### src/rtl/adder_arbiter_pkg.sv
// Shared definitions for the adder arbiter slice.
//   arb_state_e     : sequencer states (IDLE=0, CALC=1, RESP=2)
//   ArbDefaultWidth : default operand/sum width of the shared adder
//   carry_out/signed_ovf : flag helpers used when ADDER_ARB_FLAGS_EN is defined
package adder_arbiter_pkg;

  typedef enum logic [1:0] {
    ArbIdle = 2'd0,
    ArbCalc = 2'd1,
    ArbResp = 2'd2
  } arb_state_e;

  localparam int unsigned ArbDefaultWidth = 16;

  // Unsigned carry-out reconstructed from the operand and sum sign bits.
  function automatic logic carry_out(input logic a_msb, input logic b_msb, input logic s_msb);
    return (a_msb & b_msb) | ((a_msb | b_msb) & ~s_msb);
  endfunction

  // Two's-complement overflow: like-signed operands producing a sum of the other sign.
  function automatic logic signed_ovf(input logic a_msb, input logic b_msb, input logic s_msb);
    return (a_msb == b_msb) & (s_msb != a_msb);
  endfunction

endpackage

### src/rtl/adder.sv
// Shared combinational adder.
//   A, B : operands (WIDTH)
//   sum  : A + B modulo 2^WIDTH (carry discarded)
module adder #(
  parameter int unsigned WIDTH = 16
) (
  input  logic [WIDTH-1:0] A,
  input  logic [WIDTH-1:0] B,
  output logic [WIDTH-1:0] sum
);

  assign sum = A + B;

endmodule

### src/rtl/adder_arbiter_rr_picker.sv
// Combinational round-robin picker.
//   req_i : request vector (NREQ)
//   ptr_i : highest-priority index for this scan (IDW)
//   gnt_o : one-hot grant of the first requester at or after ptr_i, wrapping (NREQ)
//   idx_o : encoded index of the granted requester (IDW)
//   any_o : at least one request present
module adder_arbiter_rr_picker #(
  parameter int unsigned NREQ = 4,
  parameter int unsigned IDW  = 2
) (
  input  logic [NREQ-1:0] req_i,
  input  logic [IDW-1:0]  ptr_i,
  output logic [NREQ-1:0] gnt_o,
  output logic [IDW-1:0]  idx_o,
  output logic            any_o
);

  int unsigned cand;

  always_comb begin
    gnt_o = '0;
    idx_o = '0;
    any_o = 1'b0;
    cand  = 0;
    for (int unsigned k = 0; k < NREQ; k++) begin
      cand = (32'(ptr_i) + k) % NREQ;
      if (!any_o && req_i[cand]) begin
        any_o       = 1'b1;
        gnt_o[cand] = 1'b1;
        idx_o       = IDW'(cand);
      end
    end
  end

endmodule

### src/rtl/adder_arbiter.sv
// Round-robin arbiter/sequencer sharing one adder between NREQ requesters.
// One operation in flight at a time: IDLE (grant + capture) -> CALC (register sum)
// -> RESP (hold result until resp_ready).
//   clk, rst            : clock, synchronous active-high reset
//   req_valid/req_ready : per-requester handshake; req_ready is a one-hot pulse in IDLE
//   req_a, req_b        : packed operands, requester i at [i*WIDTH +: WIDTH]
//   resp_valid/ready    : result handshake
//   resp_id, resp_sum   : owner index and registered A+B
//   busy                : state is not IDLE
// Optional: define ADDER_ARB_FLAGS_EN to add resp_carry and resp_ovf outputs.
// NREQ must be 2..8 and 2**IDW >= NREQ.
module adder_arbiter
  import adder_arbiter_pkg::*;
#(
  parameter int unsigned NREQ  = 4,
  parameter int unsigned WIDTH = ArbDefaultWidth,
  parameter int unsigned IDW   = 2
) (
  input  logic                  clk,
  input  logic                  rst,
  input  logic [NREQ-1:0]       req_valid,
  output logic [NREQ-1:0]       req_ready,
  input  logic [NREQ*WIDTH-1:0] req_a,
  input  logic [NREQ*WIDTH-1:0] req_b,
  output logic                  resp_valid,
  input  logic                  resp_ready,
  output logic [IDW-1:0]        resp_id,
  output logic [WIDTH-1:0]      resp_sum,
`ifdef ADDER_ARB_FLAGS_EN
  output logic                  resp_carry,
  output logic                  resp_ovf,
`endif
  output logic                  busy
);

  arb_state_e       state_q, state_d;
  logic [IDW-1:0]   rr_ptr_q, rr_ptr_d;
  logic [IDW-1:0]   id_q, id_d;
  logic [WIDTH-1:0] op_a_q, op_a_d;
  logic [WIDTH-1:0] op_b_q, op_b_d;
  logic             resp_valid_q, resp_valid_d;
  logic [IDW-1:0]   resp_id_q, resp_id_d;
  logic [WIDTH-1:0] resp_sum_q, resp_sum_d;
`ifdef ADDER_ARB_FLAGS_EN
  logic             resp_carry_q, resp_carry_d;
  logic             resp_ovf_q, resp_ovf_d;
`endif

  logic [NREQ-1:0]  gnt;
  logic [IDW-1:0]   win_idx;
  logic             any_req;
  logic [WIDTH-1:0] add_sum;

  adder_arbiter_rr_picker #(
    .NREQ (NREQ),
    .IDW  (IDW)
  ) u_picker (
    .req_i (req_valid),
    .ptr_i (rr_ptr_q),
    .gnt_o (gnt),
    .idx_o (win_idx),
    .any_o (any_req)
  );

  adder #(
    .WIDTH (WIDTH)
  ) u_adder (
    .A   (op_a_q),
    .B   (op_b_q),
    .sum (add_sum)
  );

  always_comb begin
    state_d      = state_q;
    rr_ptr_d     = rr_ptr_q;
    id_d         = id_q;
    op_a_d       = op_a_q;
    op_b_d       = op_b_q;
    resp_valid_d = resp_valid_q;
    resp_id_d    = resp_id_q;
    resp_sum_d   = resp_sum_q;
`ifdef ADDER_ARB_FLAGS_EN
    resp_carry_d = resp_carry_q;
    resp_ovf_d   = resp_ovf_q;
`endif
    unique case (state_q)
      ArbIdle: begin
        if (any_req) begin
          op_a_d   = req_a[32'(win_idx) * WIDTH +: WIDTH];
          op_b_d   = req_b[32'(win_idx) * WIDTH +: WIDTH];
          id_d     = win_idx;
          rr_ptr_d = (win_idx == IDW'(NREQ - 1)) ? '0 : win_idx + IDW'(1);
          state_d  = ArbCalc;
        end
      end
      ArbCalc: begin
        resp_sum_d   = add_sum;
        resp_id_d    = id_q;
        resp_valid_d = 1'b1;
`ifdef ADDER_ARB_FLAGS_EN
        resp_carry_d = carry_out(op_a_q[WIDTH-1], op_b_q[WIDTH-1], add_sum[WIDTH-1]);
        resp_ovf_d   = signed_ovf(op_a_q[WIDTH-1], op_b_q[WIDTH-1], add_sum[WIDTH-1]);
`endif
        state_d      = ArbResp;
      end
      ArbResp: begin
        if (resp_ready) begin
          resp_valid_d = 1'b0;
          state_d      = ArbIdle;
        end
      end
      default: state_d = ArbIdle;
    endcase
  end

  always_ff @(posedge clk) begin
    if (rst) begin
      state_q      <= ArbIdle;
      rr_ptr_q     <= '0;
      id_q         <= '0;
      op_a_q       <= '0;
      op_b_q       <= '0;
      resp_valid_q <= 1'b0;
      resp_id_q    <= '0;
      resp_sum_q   <= '0;
`ifdef ADDER_ARB_FLAGS_EN
      resp_carry_q <= 1'b0;
      resp_ovf_q   <= 1'b0;
`endif
    end else begin
      state_q      <= state_d;
      rr_ptr_q     <= rr_ptr_d;
      id_q         <= id_d;
      op_a_q       <= op_a_d;
      op_b_q       <= op_b_d;
      resp_valid_q <= resp_valid_d;
      resp_id_q    <= resp_id_d;
      resp_sum_q   <= resp_sum_d;
`ifdef ADDER_ARB_FLAGS_EN
      resp_carry_q <= resp_carry_d;
      resp_ovf_q   <= resp_ovf_d;
`endif
    end
  end

  // A grant seen while rst is high would be dropped by the reset edge, so hide it.
  assign req_ready  = (state_q == ArbIdle && !rst) ? gnt : '0;
  assign busy       = (state_q != ArbIdle);
  assign resp_valid = resp_valid_q;
  assign resp_id    = resp_id_q;
  assign resp_sum   = resp_sum_q;
`ifdef ADDER_ARB_FLAGS_EN
  assign resp_carry = resp_carry_q;
  assign resp_ovf   = resp_ovf_q;
`endif

endmodule

### config.mk
export PLATFORM = sky130hd
export DESIGN_NAME = adder_arbiter
export DESIGN_NICKNAME = d
export VERILOG_FILES = /design/src/rtl/adder_arbiter_pkg.sv /design/src/rtl/adder.sv /design/src/rtl/adder_arbiter_rr_picker.sv /design/src/rtl/adder_arbiter.sv
export SDC_FILE = /design/constraint.sdc
export NUM_CORES = 1
export LEC_CHECK = 0
export CORE_MARGIN = 3
export CORE_UTILIZATION = 44
export CTS_CLUSTER_DIAMETER = 30
export CTS_CLUSTER_SIZE = 16
export DETAILED_ROUTE_END_ITERATION = 16
export GPL_ROUTABILITY_DRIVEN = 0
export MAX_ROUTING_LAYER = met4
export PLACE_DENSITY = 0.85
export SYNTH_ARGS = -nofsm -noshare
export SYNTH_HDL_FRONTEND = slang
export SYNTH_HIERARCHICAL = 1
export SYNTH_SLANG_ARGS = --single-unit
### constraint.sdc
create_clock -name clk -period 3.5 [get_ports clk]
set_input_delay 0.7 -clock clk [delete_from_list [all_inputs] [get_ports clk]]
set_output_delay 0.7 -clock clk [all_outputs]
set_load 0.05 [all_outputs]
==> impl_metrics.csv, run 1 <==
group,metric,value,unit
setup_path,cp_data_arrival_time,2.61,ns
setup_path,r2r_slack,0.49,ns
placed_design,dpl.hpwl,9020,µm
timing,worst_slack,0.194,ns
timing,fin_skew,0.00735,ns
setup_path,cp_data_required_time,2.80,ns
setup_path,crit_type,"reg -> out",
timing,rsz0062_at_grt,"no",
drt,postRouteAntennaNets,0,
pwr,finalPower,0.00430,W
yosys,synth_xor_xnor_area_share,0.0335,
setup_path,reg2reg_from,"rr_ptr_q[1]",
cells_and_area,nFillCells,670,
timing,max_slew_margin,0.236,
clock_tree,clk_pin_slew_worst_paths,0.06,ns
clock_tree,clkLatencyLatePin,0.34,ns
grt,grt_pass1_vias,3762,
die,io_pins,159,
yosys,synth.most_common_cell,"dfxtp_1",
placed_design,place_ws,-0.0305,ns
pwr,p_leak,2.24,nW
outcome,status,"finished, final reports clean",
clock_tree,numCtsBuffers,9,
die,rows,33,
drt,drc,0,
yosys,synth_top_cell_by_area,"dfxtp_1",
placed_design,io_buffers,158,
drt,routed_wl,10900,µm
setup_path,ff2ff_path_depth,9,
die,die_area,10100,µm²
drt,drtIter0Drc,177,
drt,via_per_inst,5.71,
clock_tree,cts_buffer_depth,2,
yosys,synthDistinctLibCells,54,
timing,tightest_slew,1.14,ns
drt,wl_met1,4510,µm
clock_tree,htreeDepth,3,
cells_and_area,drive_gt1_frac,0.143,
clock_tree,cts_root_buf,"clkbuf_8",
drt,drt-pass1-iter-count,5,
cells_and_area,nets,683,
timing,max_freq,0.302,GHz
cells_and_area,n_antenna_cell,0,
yosys,syn_area_per_cell,10.6,µm²
yosys,synthesis.instances,369,
timing,setup_viol,0,
die,start_util,0.466,
yosys,syn_nets,526,
drt,wl_met2,5480,µm
yosys,ys_seq_area_frac,0.291,
timing,slew_viol_final,0,
yosys,synth_compound_area_frac,0.196,
yosys,synth-edff-count,0,
die,die_w,100,µm
setup_path,crit_chain,"inv_1 -> ha_1 -> mux4_2 -> nor4b_4 -> a22oi_1 -> o21ai_0 -> and2_1 -> buf_12",
setup_path,cp_slowest_cell,"dfxtp_1",
hold_path,hp-class,"reg -> reg",
drt,highest_layer,"met4",
pwr,vdd_drop_max,0.512,mV
grt,gr-total-overflow,0,
hold_path,holdPathEnd,"resp_sum[10]",
drt,wl_per_cell,17.2,µm
timing,period_share,0.945,
grt,grt_usage,0.233,
die,dieHeight,100,µm
yosys,synth_top_family_by_area,"multiplexers",
setup_path,crit_path_end_kind,"output port",
yosys,synth_mux_area_frac,0.233,
yosys,ys_seq_elements,57,
setup_path,cp_max_fo,6,
yosys,netlist_top_cells_area,"dfxtp_1, mux4_2, a22o_1, ha_1, a21oi_1",
die,core,8420,µm²
yosys,async_flop_share,0,
setup_path,crit_start,"rr_ptr_q[1]",
setup_path,start_kind,"flop",
setup_path,reg2reg_to,"op_b_q[9]",
clock_tree,cts_sinks,57,
yosys,yosys.area_share.simple,0.112,
yosys,synth-warning-count,6,
job,max_cap_violations,0,
timing,hold_viol,0,
drt,via_count,3627,
grt,grt_max_degree,34,
yosys,netlist_area,3930,µm²
clock_tree,cts_tree,"done",
yosys,synthAdderAreaFrac,0.0720,
cells_and_area,area_growth,47.3,%
drt,dr_wl_met3,644,µm
setup_path,cpPeakStageDelay,0.44,ns
hold_path,worstHoldStart,"resp_sum[10]",
yosys,ys_top_cells_by_count,"dfxtp_1, nand2_1, a21oi_1",
hold_path,min_path_cells,2,
pwr,power_density,743,nW/µm²
yosys,synth_top_area_share,0.291,
grt,grt_antenna_before_repair,0,
grt,grt_pass1_wl,18100,µm
timing,finalCriticalPeriod,3.31,ns
yosys,synthFlopType,"dfxtp_1",
-- placed cells by master, fill, tap and decap left out, types with 7 or more instances in the layout --
master / instances
clkdlybuf4s50_1: 150
dfxtp_1: 57
nand2_1: 44
a21oi_1: 36
a22o_1: 32
mux4_2: 31
ha_1: 21
nor2_1: 14
o21ai_0: 12
buf_4: 11
clkbuf_8: 10
xnor2_1: 10
a22oi_1: 8
mux2i_1: 7
buf_12: 7
-- where the power goes --
| part | internal (W) | switching [W] |
|---|---|---|
| combinational | 0.00141 | 0.00136 |
| clock | 0.000270 | 0.000244 |
| sequential | 0.000856 | 0.000159 |
| total | 0.00253 | 0.00176 |
-- per-layer routing --
metal | track usage | up-vias
li1 | - | 1731
met1 | 0.291 | 1707
met2 | 0.383 | 162
met3 | 0.0277 | 27
met4 | 0.0974 | 0
met5 | - | -
-- per-stage QoR --
step | instances | utilization | hold WS [ns] | TNS, ns | instance area (µm²)
after floorplan | 369 | - | 0.431 | 0 | 3930
after global placement | 618 | 0.665 | 0.447 | 0 | 5600
after detailed placement | 618 | 0.665 | 0.447 | -0.127 | 5600
after CTS | 634 | 0.685 | 0.460 | 0 | 5770
after global routing | 635 | 0.687 | 0.479 | 0 | 5780
final | 635 | 0.687 | 0.457 | 0 | 5780
-- worst max path at each step --
stage,depth (start not counted),slack (ns),endpoint
after floorplan,9,0.50,req_ready[0]
after global placement,8,0.06,op_a_q[14]
after CTS,8,0.04,req_ready[3]
after detailed placement,8,-0.03,op_b_q[9]
after global routing,8,0.06,req_ready[2]
final,8,0.19,req_ready[2]
-- sequential cells by signal, summed over array words and instances, names as in the netlist --
register / count
state_q: 2
resp_valid: 1
resp_id: 2
op_a_q: 16
op_b_q: 16
rr_ptr_q: 2
id_q: 2
resp_sum: 16
-- layout make-up --
cell class | count | area, µm² | share of cell area
multi-input cells | 279 | 2550 | 0.441
clock buffers | 12 | 145 | 0.0251
flip-flops and latches | 57 | 1140 | 0.197
clock inverters | 3 | 17.5 | 0.00303
repair buffers | 172 | 1770 | 0.307
well taps | 105 | 131 | 0.0227
inverters | 7 | 26.3 | 0.00454
-- critical path, delay by kind of cell (launching register included) --
family / cells / cell delay [ns]
AOI/OAI and AO/OA: 2 / 0.21
adders and majority gates: 1 / 0.36
buffers and inverters: 2 / 0.28
DFF: 1 / 0.44
muxes: 1 / 0.39
and+or+nand+nor: 2 / 0.60
-- kinds of logic (layout without fill, tap and decap cells) --
logic type	Yosys count	count (layout)
AOI/OAI and AO/OA	109	109
xor gates and xnor gates	15	15
adders and majority gates	22	22
buffers and inverters	33	194
DFF	57	57
muxes	44	44
and+or+nand+nor	89	89
-- what timing repair did --
action	in CTS	in global routing
pin swaps	0	1
resized for setup	1	4
setup buffers	1	1
hold buffers	0	0
setup endpoints to repair	4	4
Note: power is estimated with default switching activity, not from simulation.
==> inputs of run 2 (changes only) <==
Settings changed: RECOVER_POWER from default to 50, SLEW_MARGIN from default to 20.
==> impl_metrics.csv, run 2 (synthesis results as in run 1) <==
group,metric,value,unit
pwr,p_leak,2.29,nW
setup_path,cp_data_arrival_time,2.61,ns
cells_and_area,nFillCells,673,
timing,worst_slack,0.194,ns
timing,tightest_slew,1.11,ns
placed_design,dp.cells,618,
pwr,power_density,739,nW/µm²
grt,grt_pass1_vias,3762,
timing,hold_ws,0.452,ns
cells_and_area,mostFrequentLayoutCell,"clkdlybuf4s50_1",
timing,rsz0062_at_grt,"no",
cells_and_area,layout_common_cells,"clkdlybuf4s50_1, dfxtp_1, nand2_1",
grt,grt_max_degree,34,
grt,grt_usage,0.233,
clock_tree,numCtsBuffers,9,
cells_and_area,nets,683,
clock_tree,cts_root_buf,"clkbuf_8",
setup_path,crit_path_end_kind,"output port",
clock_tree,holdBufCountCts,0,
cells_and_area,n_antenna_cell,0,
placed_design,place_ws,-0.0305,ns
pwr,vdd_drop_max,0.512,mV
die,start_util,0.466,
clock_tree,htreeDepth,3,
die,dieHeight,100,µm
hold_path,hp-class,"reg -> reg",
drt,routed_wl,11000,µm
job,max_cap_violations,0,
placed_design,io_buffers,158,
cells_and_area,layout.cells.non_filler,635,
setup_path,crit_type,"reg -> out",
clock_tree,cts_buffer_depth,2,
die,die_area,10100,µm²
timing,setup_viol,0,
cells_and_area,drive_gt1_frac,0.138,
clock_tree,clk_pin_slew_worst_paths,0.06,ns
setup_path,cp_data_required_time,2.80,ns
die,core,8420,µm²
placed_design,dpl.hpwl,9020,µm
pwr,finalPower,0.00426,W
setup_path,cp_max_fo,6,
cells_and_area,final-seq-area,1140,µm²
grt,grt_pass1_wl,18100,µm
clock_tree,clkLatencyLatePin,0.34,ns
cells_and_area,area_growth,46.8,%
drt,drt-pass1-iter-count,5,
grt,gr-total-overflow,0,
timing,hold_viol,0,
setup_path,start_kind,"flop",
timing,finalCriticalPeriod,3.31,ns
timing,max_freq,0.302,GHz
timing,max_slew_margin,0.261,
drt,via_per_inst,5.69,
grt,grt_antenna_before_repair,0,
die,rows,33,
clock_tree,cts_sinks,57,
cells_and_area,multi_input_area,2530,µm²
drt,drc,0,
timing,slew_viol_final,0,
drt,wl_per_cell,17.3,µm
timing,period_share,0.945,
die,die_w,100,µm
timing,fin_skew,0.00725,ns
die,io_pins,159,
drt,via_count,3614,
clock_tree,cts_tree,"done",
drt,drtIter0Drc,201,
drt,postRouteAntennaNets,0,
outcome,status,"finished, final reports clean",
run 2: cell count changes in the layout (fill, tap and decap cells not counted):
cell	before	now
a211oi_2	1	0
a311oi_1	1	2
a211oi_1	0	1
o41ai_1	0	1
o21ai_1	1	0
a311oi_2	1	0
dlygate4sd3_1	0	20
clkdlybuf4s50_1	150	130
o41ai_2	1	0
o21ai_0	12	13
run 2: routing by layer:
metal / up-vias / track usage / part of all wire
li1: 1730 / - / -
met1: 1691 / 0.291 / 0.41
met2: 166 / 0.383 / 0.50
met3: 27 / 0.0277 / 0.058
met4: 0 / 0.0974 / 0.029
met5: - / - / 0
run 2: worst paths after layout:
| check | from | end | slack (ns) | depth (start not counted) |
|---|---|---|---|---|
| worst max-delay path | rr_ptr_q[1] | req_ready[2] | 0.19 | 8 |
| worst min-delay path | resp_sum[10] | resp_sum[10] | 0.45 | 2 |
| worst max register to register | rr_ptr_q[1] | op_b_q[9] | 0.48 | 9 |
| worst min register to register | resp_sum[10] | resp_sum[10] | 0.45 | 2 |
run 2: cell type report:
class,instances,area share
multi-input cells,279,0.439
repair buffers,172,0.308
flip-flops and latches,57,0.198
clock buffers,12,0.0252
well taps,105,0.0228
inverters,7,0.00456
clock inverters,3,0.00304
run 2: per-stage QoR:
| step | cell area, µm² | utilization | TNS (ns) |
|---|---|---|---|
| after floorplan | 3930 | - | 0 |
| after detailed placement | 5600 | 0.665 | -0.127 |
| after CTS | 5770 | 0.685 | 0 |
| final | 5770 | 0.684 | 0 |
| after global routing | 5770 | 0.684 | 0 |
| after global placement | 5600 | 0.665 | 0 |
run 2: worst max-delay path, stage by stage (launching register included):
cell     delay [ns]
dfxtp_1        0.44
inv_1          0.13
ha_1           0.36
mux4_2         0.39
nor4b_4        0.41
a22oi_1        0.11
o21ai_0        0.10
and2_1         0.19
buf_12         0.15
run 2: timing repair:
action | in CTS | in global routing
resized for setup | 1 | 4
setup buffers | 1 | 1
cloned | 0 | 0
endpoints found under the setup margin | 4 | 4
pin swaps | 0 | 1
run 2: power by group:
part	internal [W]	leakage [nW]	switching (W)
sequential	0.000856	0.469	0.000158
combinational	0.00138	1.74	0.00136
clock	0.000270	0.0822	0.000244
total	0.00250	2.29	0.00176
